[src/rtl/sid_i2s_tx_pkg.sv]
// Shared types and frame geometry for the SID I2S output stage.
package sid_i2s_tx_pkg;

    typedef logic signed [23:0] s24_t;

    typedef struct packed {
        s24_t left;
        s24_t right;
    } audio_t;

    typedef enum logic [1:0] {IDLE, RUN, DRAIN} i2s_state_t;

    localparam int I2S_SLOT_BITS  = 32;
    localparam int I2S_FRAME_BITS = 64;
    localparam int I2S_PAD_BITS   = I2S_SLOT_BITS - $bits(s24_t);

    // Left then right, each sample MSB-aligned in its slot with zero padding below.
    function automatic logic [I2S_FRAME_BITS-1:0] i2s_frame(input audio_t a);
        return {a.left, {I2S_PAD_BITS{1'b0}}, a.right, {I2S_PAD_BITS{1'b0}}};
    endfunction

endpackage

[src/rtl/sid_i2s_tx.sv]
// Master-mode Philips I2S transmitter for the SID stereo pair, with a one-deep
// sample-and-hold buffer that decouples the SID update rate from the frame rate.
module sid_i2s_tx
    import sid_i2s_tx_pkg::*;
#(
    parameter int SCK_DIV = 4
) (
    input  logic        clk,
    input  logic        rst_n,
    input  logic [47:0] audio_i,
    input  logic        audio_valid,
    input  logic        enable,
    output logic        i2s_sck,
    output logic        i2s_ws,
    output logic        i2s_sd,
    output logic        frame_start,
    output logic        underrun
);

    localparam int CNT_W = $clog2(I2S_FRAME_BITS);
    localparam int DIV_W = (SCK_DIV > 1) ? $clog2(SCK_DIV) : 1;
    localparam logic [DIV_W-1:0] DIV_LAST  = DIV_W'(SCK_DIV - 1);
    localparam logic [DIV_W-1:0] DIV_ONE   = DIV_W'(1);
    localparam logic [CNT_W-1:0] CNT_ONE   = CNT_W'(1);
    localparam logic [CNT_W-1:0] CNT_LAST  = '1;
    localparam logic [CNT_W-1:0] SLOT_EDGE = CNT_W'(I2S_SLOT_BITS);

    i2s_state_t                state, state_nxt;
    logic [DIV_W-1:0]          div;
    logic [CNT_W-1:0]          bit_cnt, bit_nxt, bit_ahead;
    logic [I2S_FRAME_BITS-1:0] shift, frame;
    audio_t                    hold;
    logic                      fresh, primed;
    logic                      tick, fall, wrap, stop, load, ws_nxt;

    always_ff @(posedge clk or negedge rst_n) begin
        if (!rst_n) state <= IDLE;
        else        state <= state_nxt;
    end

    always_comb begin
        state_nxt = state;
        case (state)
            IDLE:    if (enable) state_nxt = RUN;
            RUN:     if (!enable) state_nxt = DRAIN;
            DRAIN:   if (stop) state_nxt = IDLE;
                     else if (enable) state_nxt = RUN;
            default: state_nxt = IDLE;
        endcase
    end

    // WS leads the slot MSB by one bit: it reflects the slot of the bit after next.
    always_comb begin
        tick      = (div == DIV_LAST);
        fall      = (state != IDLE) && tick && i2s_sck;
        bit_nxt   = bit_cnt + CNT_ONE;
        bit_ahead = bit_nxt + CNT_ONE;
        ws_nxt    = (bit_ahead >= SLOT_EDGE);
        wrap      = fall && (bit_nxt == '0);
        stop      = wrap && (state == DRAIN) && !enable;
        load      = wrap && !stop;
        frame     = i2s_frame(audio_valid ? audio_t'(audio_i) : hold);
    end

    always_ff @(posedge clk or negedge rst_n) begin
        if (!rst_n) begin
            i2s_sck     <= 1'b0;
            i2s_ws      <= 1'b1;
            i2s_sd      <= 1'b0;
            frame_start <= 1'b0;
            underrun    <= 1'b0;
            div         <= '0;
            bit_cnt     <= CNT_LAST;
            shift       <= '0;
            hold        <= '0;
            fresh       <= 1'b0;
            primed      <= 1'b0;
        end else begin
            frame_start <= load;
            // A strobe coinciding with the load bypasses the hold, so it is never stale.
            underrun    <= load && !audio_valid && !fresh && primed;

            if (audio_valid) hold <= audio_t'(audio_i);
            if (load)             fresh <= 1'b0;
            else if (audio_valid) fresh <= 1'b1;
            if (load) primed <= 1'b1;

            if ((state == IDLE) || stop) begin
                i2s_sck <= 1'b0;
                i2s_sd  <= 1'b0;
                i2s_ws  <= !((state == IDLE) && enable);
                div     <= '0;
                bit_cnt <= CNT_LAST;
            end else begin
                div <= tick ? '0 : div + DIV_ONE;
                if (tick) i2s_sck <= !i2s_sck;
                if (fall) begin
                    bit_cnt <= bit_nxt;
                    i2s_ws  <= ws_nxt;
                    if (load) begin
                        shift  <= frame;
                        i2s_sd <= frame[I2S_FRAME_BITS-1];
                    end else begin
                        shift  <= shift << 1;
                        i2s_sd <= shift[I2S_FRAME_BITS-2];
                    end
                end
            end
        end
    end

endmodule

[config.mk]
export PLATFORM = sky130hd
export DESIGN_NAME = sid_i2s_tx
export DESIGN_NICKNAME = d
export VERILOG_FILES = /design/src/rtl/sid_i2s_tx_pkg.sv /design/src/rtl/sid_i2s_tx.sv
export SDC_FILE = /design/constraint.sdc
export NUM_CORES = 1
export LEC_CHECK = 0
export ABC_AREA = 0
export BUFFER_PORTS_ARGS = -buffer_cell sky130_fd_sc_hd__buf_4
export CAP_MARGIN = 15
export CORE_ASPECT_RATIO = 1.75
export CORE_UTILIZATION = 50
export DETAILED_ROUTE_END_ITERATION = 7
export HOLD_SLACK_MARGIN = 0.15
export PLACE_DENSITY = 0.7
export RECOVER_POWER = 100
export SYNTH_ARGS = -nofsm -noshare
export SYNTH_HDL_FRONTEND = slang
export SYNTH_SLANG_ARGS = --single-unit
[constraint.sdc]
create_clock -name clk -period 3.42 [get_ports clk]
set_clock_uncertainty 0.2 [all_clocks]
set_input_delay 0.342 -clock clk [delete_from_list [all_inputs] [get_ports clk]]
set_output_delay 0.342 -clock clk [all_outputs]
set_load 0.05 [all_outputs]
==> results.py <==
metrics = {
    "finish": {
        "diodes": 0,
        "drive_above_1_share_pct": 21.9,
        "final_util_pct": 67.2,
        "area_growth_pct": 29.5,
        "final_net_count": 520,
        "fillCellCount": 706,
        "final_cells": 596,
    },
    "timing": {
        "hold_violations": 0,
        "setup_ws_ns": 0.353,
        "setup_viol": 0,
        "slew-limit-headroom_pct": -77.8,
        "drv_slew": 50,
        "rsz0062_at_grt": "false",
        "timing.setup.tns_ns": 0,
        "fmaxAchievable_ghz": 0.326,
        "max_slew.worst_pin.slew_ns": 2.67,
        "fin_crit_ns": 3.07,
        "post-route-period-util_pct": 89.7,
    },
    "placed_design": {
        "place_congestion": 0.891,
        "port_buffers": 56,
        "place_hpwl_microns": 5970,
        "placed_cells": 517,
        "pre_cts_ws_ns": 0.415,
    },
    "floorplan": {
        "io_pins": 57,
        "fp.dieH_microns": 134,
        "die_w_microns": 77.4,
        "rows": 47,
        "fp.dieArea_sq_um": 10400,
        "initial_utilization_pct": 51.9,
        "core_sq_um": 9590,
    },
    "setup_path": {
        "critPathLaunchType": "input port",
        "critPathCaptureType": "flop",
        "worst-path-max-fanout": 49,
        "path_class": "in2reg",
        "cp.arrival_ns": 3.15,
        "rr_worst_depth": 6,
        "r2r_end": "shift[28]",
        "r2r_slack_ns": 0.38,
        "r2r_start": "bit_cnt[1]",
        "required_ns": 3.51,
    },
    "worst_hold_path": {
        "min_to": "div[0]",
        "min_from": "div[0]",
        "hold_depth": 1,
        "hold_path_class": "reg2reg",
    },
    "detailed_routing": {
        "wl_per_cell_microns": 16.9,
        "drcViolationCount": 0,
        "ant_nets": 0,
        "routed_wl_microns": 10000,
        "firstDrtPassIters": 4,
        "drt_iter0_markers": 238,
        "vias": 3396,
        "avgViaCountPerCell": 5.70,
    },
    "power_and_ir_drop": {
        "combPwrFrac_pct": 14.8,
        "power.density_nw_per_um2": 600,
        "intPower_w": 0.00289,
        "vdd_drop_max_v": 0.000403,
        "seq_power_share_pct": 44.0,
        "power.leakage_nw": 3.11,
        "p_sw_share_pct": 25.1,
        "p_total_w": 0.00386,
        "p_clk_share_pct": 41.2,
        "power_switching_w": 0.000970,
    },
    "synth": {
        "synth-edff-count": 0,
        "syn_nets": 417,
        "syn_inst": 361,
        "yosys_register_bits": 120,
        "seq_area_frac_synth_pct": 60.6,
        "ys_warn_count": 0,
        "synth_common_cells": "dfrtp_1 (113), and3_1 (48), mux2_2 (48)",
        "ys_types": 40,
        "yosysMostFrequentCell": "dfrtp_1",
        "syn_area_sq_um": 4970,
        "yosysTopAreaCellShare_pct": 56.9,
        "yosys.area.top_type": "dfrtp_1",
        "synthArstFlopShare_pct": 100,
        "ys.flop_type": "dfrtp_1",
        "syn_avg_cell_area_sq_um": 13.8,
        "synthTopCellsByArea": "dfrtp_1 (57%), mux2_2 (11%), a221o_1 (9.3%)",
    },
    "global_routing": {
        "grt_pass1_wl_microns": 17100,
        "overflow": 0,
        "grt_max_degree": 72,
        "grt_use_total_pct": 21.5,
        "antenna_found_initial": 0,
        "grt_pass1_vias": 3575,
    },
    "cts": {
        "cts_htree_levels": 4,
        "clk_latency_ns": 0.41,
        "cts_sinks": 120,
        "cts_inserted_buffers": 17,
        "clk_path_buf_depth": 2,
        "ctsRootBufferMaster": "clkbuf_16",
        "cts_tree": "built",
        "post_cts_buffers": 0,
        "clk_pin_slew_ns": 0.05,
    },
    "run_status": {
        "status": "complete, but fails checks",
        "violations": "max-capacitance violations, max-slew violations",
    },
    "job": {
        "maxCapViolCount": 1,
    },
}
-- layout make-up --
cell class / count / area (sq um) / area share (%)
flip-flops and latches: 120 / 3010 / 46.8
multi-input cells: 213 / 1800 / 28.0
repair buffers: 110 / 932 / 14.5
clock buffers: 26 / 519 / 8.06
well taps: 122 / 153 / 2.37
clock inverters: 3 / 15.0 / 0.233
inverters: 2 / 7.51 / 0.117
-- logic make-up (layout without fill, tap and decap cells) --
logic type	Yosys count	in the layout	share of synthesized area (%)
and+or+nand+nor	81	81	9.31
buffers and inverters	28	141	3.45
AOI/OAI and AO/OA	74	74	13.8
DFF	120	120	60.6
adders and majority gates	4	4	1.01
xor gates and xnor gates	6	6	1.06
muxes	48	48	10.9
-- power by group through the flow --
stage          Clock (W)  Combinational, W  Sequential [W]
4_1_cts          0.00163          0.000607         0.00170
2_1_floorplan          0          0.000362         0.00171
3_3_place_gp           0          0.000536         0.00171
5_1_grt          0.00168          0.000632         0.00172
6_report         0.00159          0.000570         0.00170
3_5_place_dp           0          0.000560         0.00172
-- timing repair --
action                    4_1_cts  5_1_grt
hold buffers                   50        0
hold endpoints to repair       99        0
gates resized for setup         0        0
-- state kept, by name, indices dropped and copies added, names as in the netlist --
register     cells
shift           55
hold            48
bit_cnt          6
div              2
state            2
frame_start      1
fresh            1
i2s_sck          1
i2s_sd           1
i2s_ws           1
primed           1
underrun         1
-- worst max-delay path: stages --
cell and delay [ns]:
clkbuf_1 1.86, mux2_2 0.48, and3_1 0.19, a221o_1 0.26
-- through the flow --
step | cell area, sq um | hold WS [ns]
after floorplan | 4970 | -0.154
after global placement | 5450 | 0.200
after detailed placement | 5450 | 0.214
after CTS | 6480 | 0.263
after global routing | 6440 | 0.268
final | 6440 | 0.261
-- layout by cell type (no fill, tap or decap), types with 2 or more instances in the layout --
cell type,synthesis,layout
clkbuf_1,5,10
a22o_1,9,9
and3_1,48,48
mux2_2,48,12
nand2b_1,3,3
clkinv_2,0,3
a221o_1,46,46
buf_4,0,49
xor2_1,3,3
nand3_1,4,4
clkbuf_16,0,17
ha_1,4,4
nor2_1,14,13
dfstp_2,7,6
xnor2_1,3,3
inv_1,2,2
a21oi_1,6,6
dfrtp_1,113,113
mux2_1,0,36
clkbuf_8,0,6
dlygate4sd3_1,0,50
clkbuf_2,5,2
nand2_1,5,5
-- worst max path at each step --
stage	start	end	slack, ns	cells past startpoint
3_3_place_gp	bit_cnt[0]	shift[48]	0.58	6
2_1_floorplan	bit_cnt[0]	shift[58]	1.16	8
5_1_grt	bit_cnt[1]	i2s_ws	0.16	7
4_1_cts	bit_cnt[0]	shift[43]	0.41	6
6_report	audio_valid	shift[47]	0.35	4
3_5_place_dp	bit_cnt[0]	shift[43]	0.41	6
-- per-layer routing --
metal / global-route usage, % / vias to the layer above / share of wire (%)
li1: - / 1580 / -
met1: 26.1 / 1710 / 43
met2: 35.5 / 84 / 52
met3: 5.24 / 22 / 3.7
met4: 10.9 / 0 / 1.9
met5: 0 / - / 0
Power figures use the tool's default switching activity.
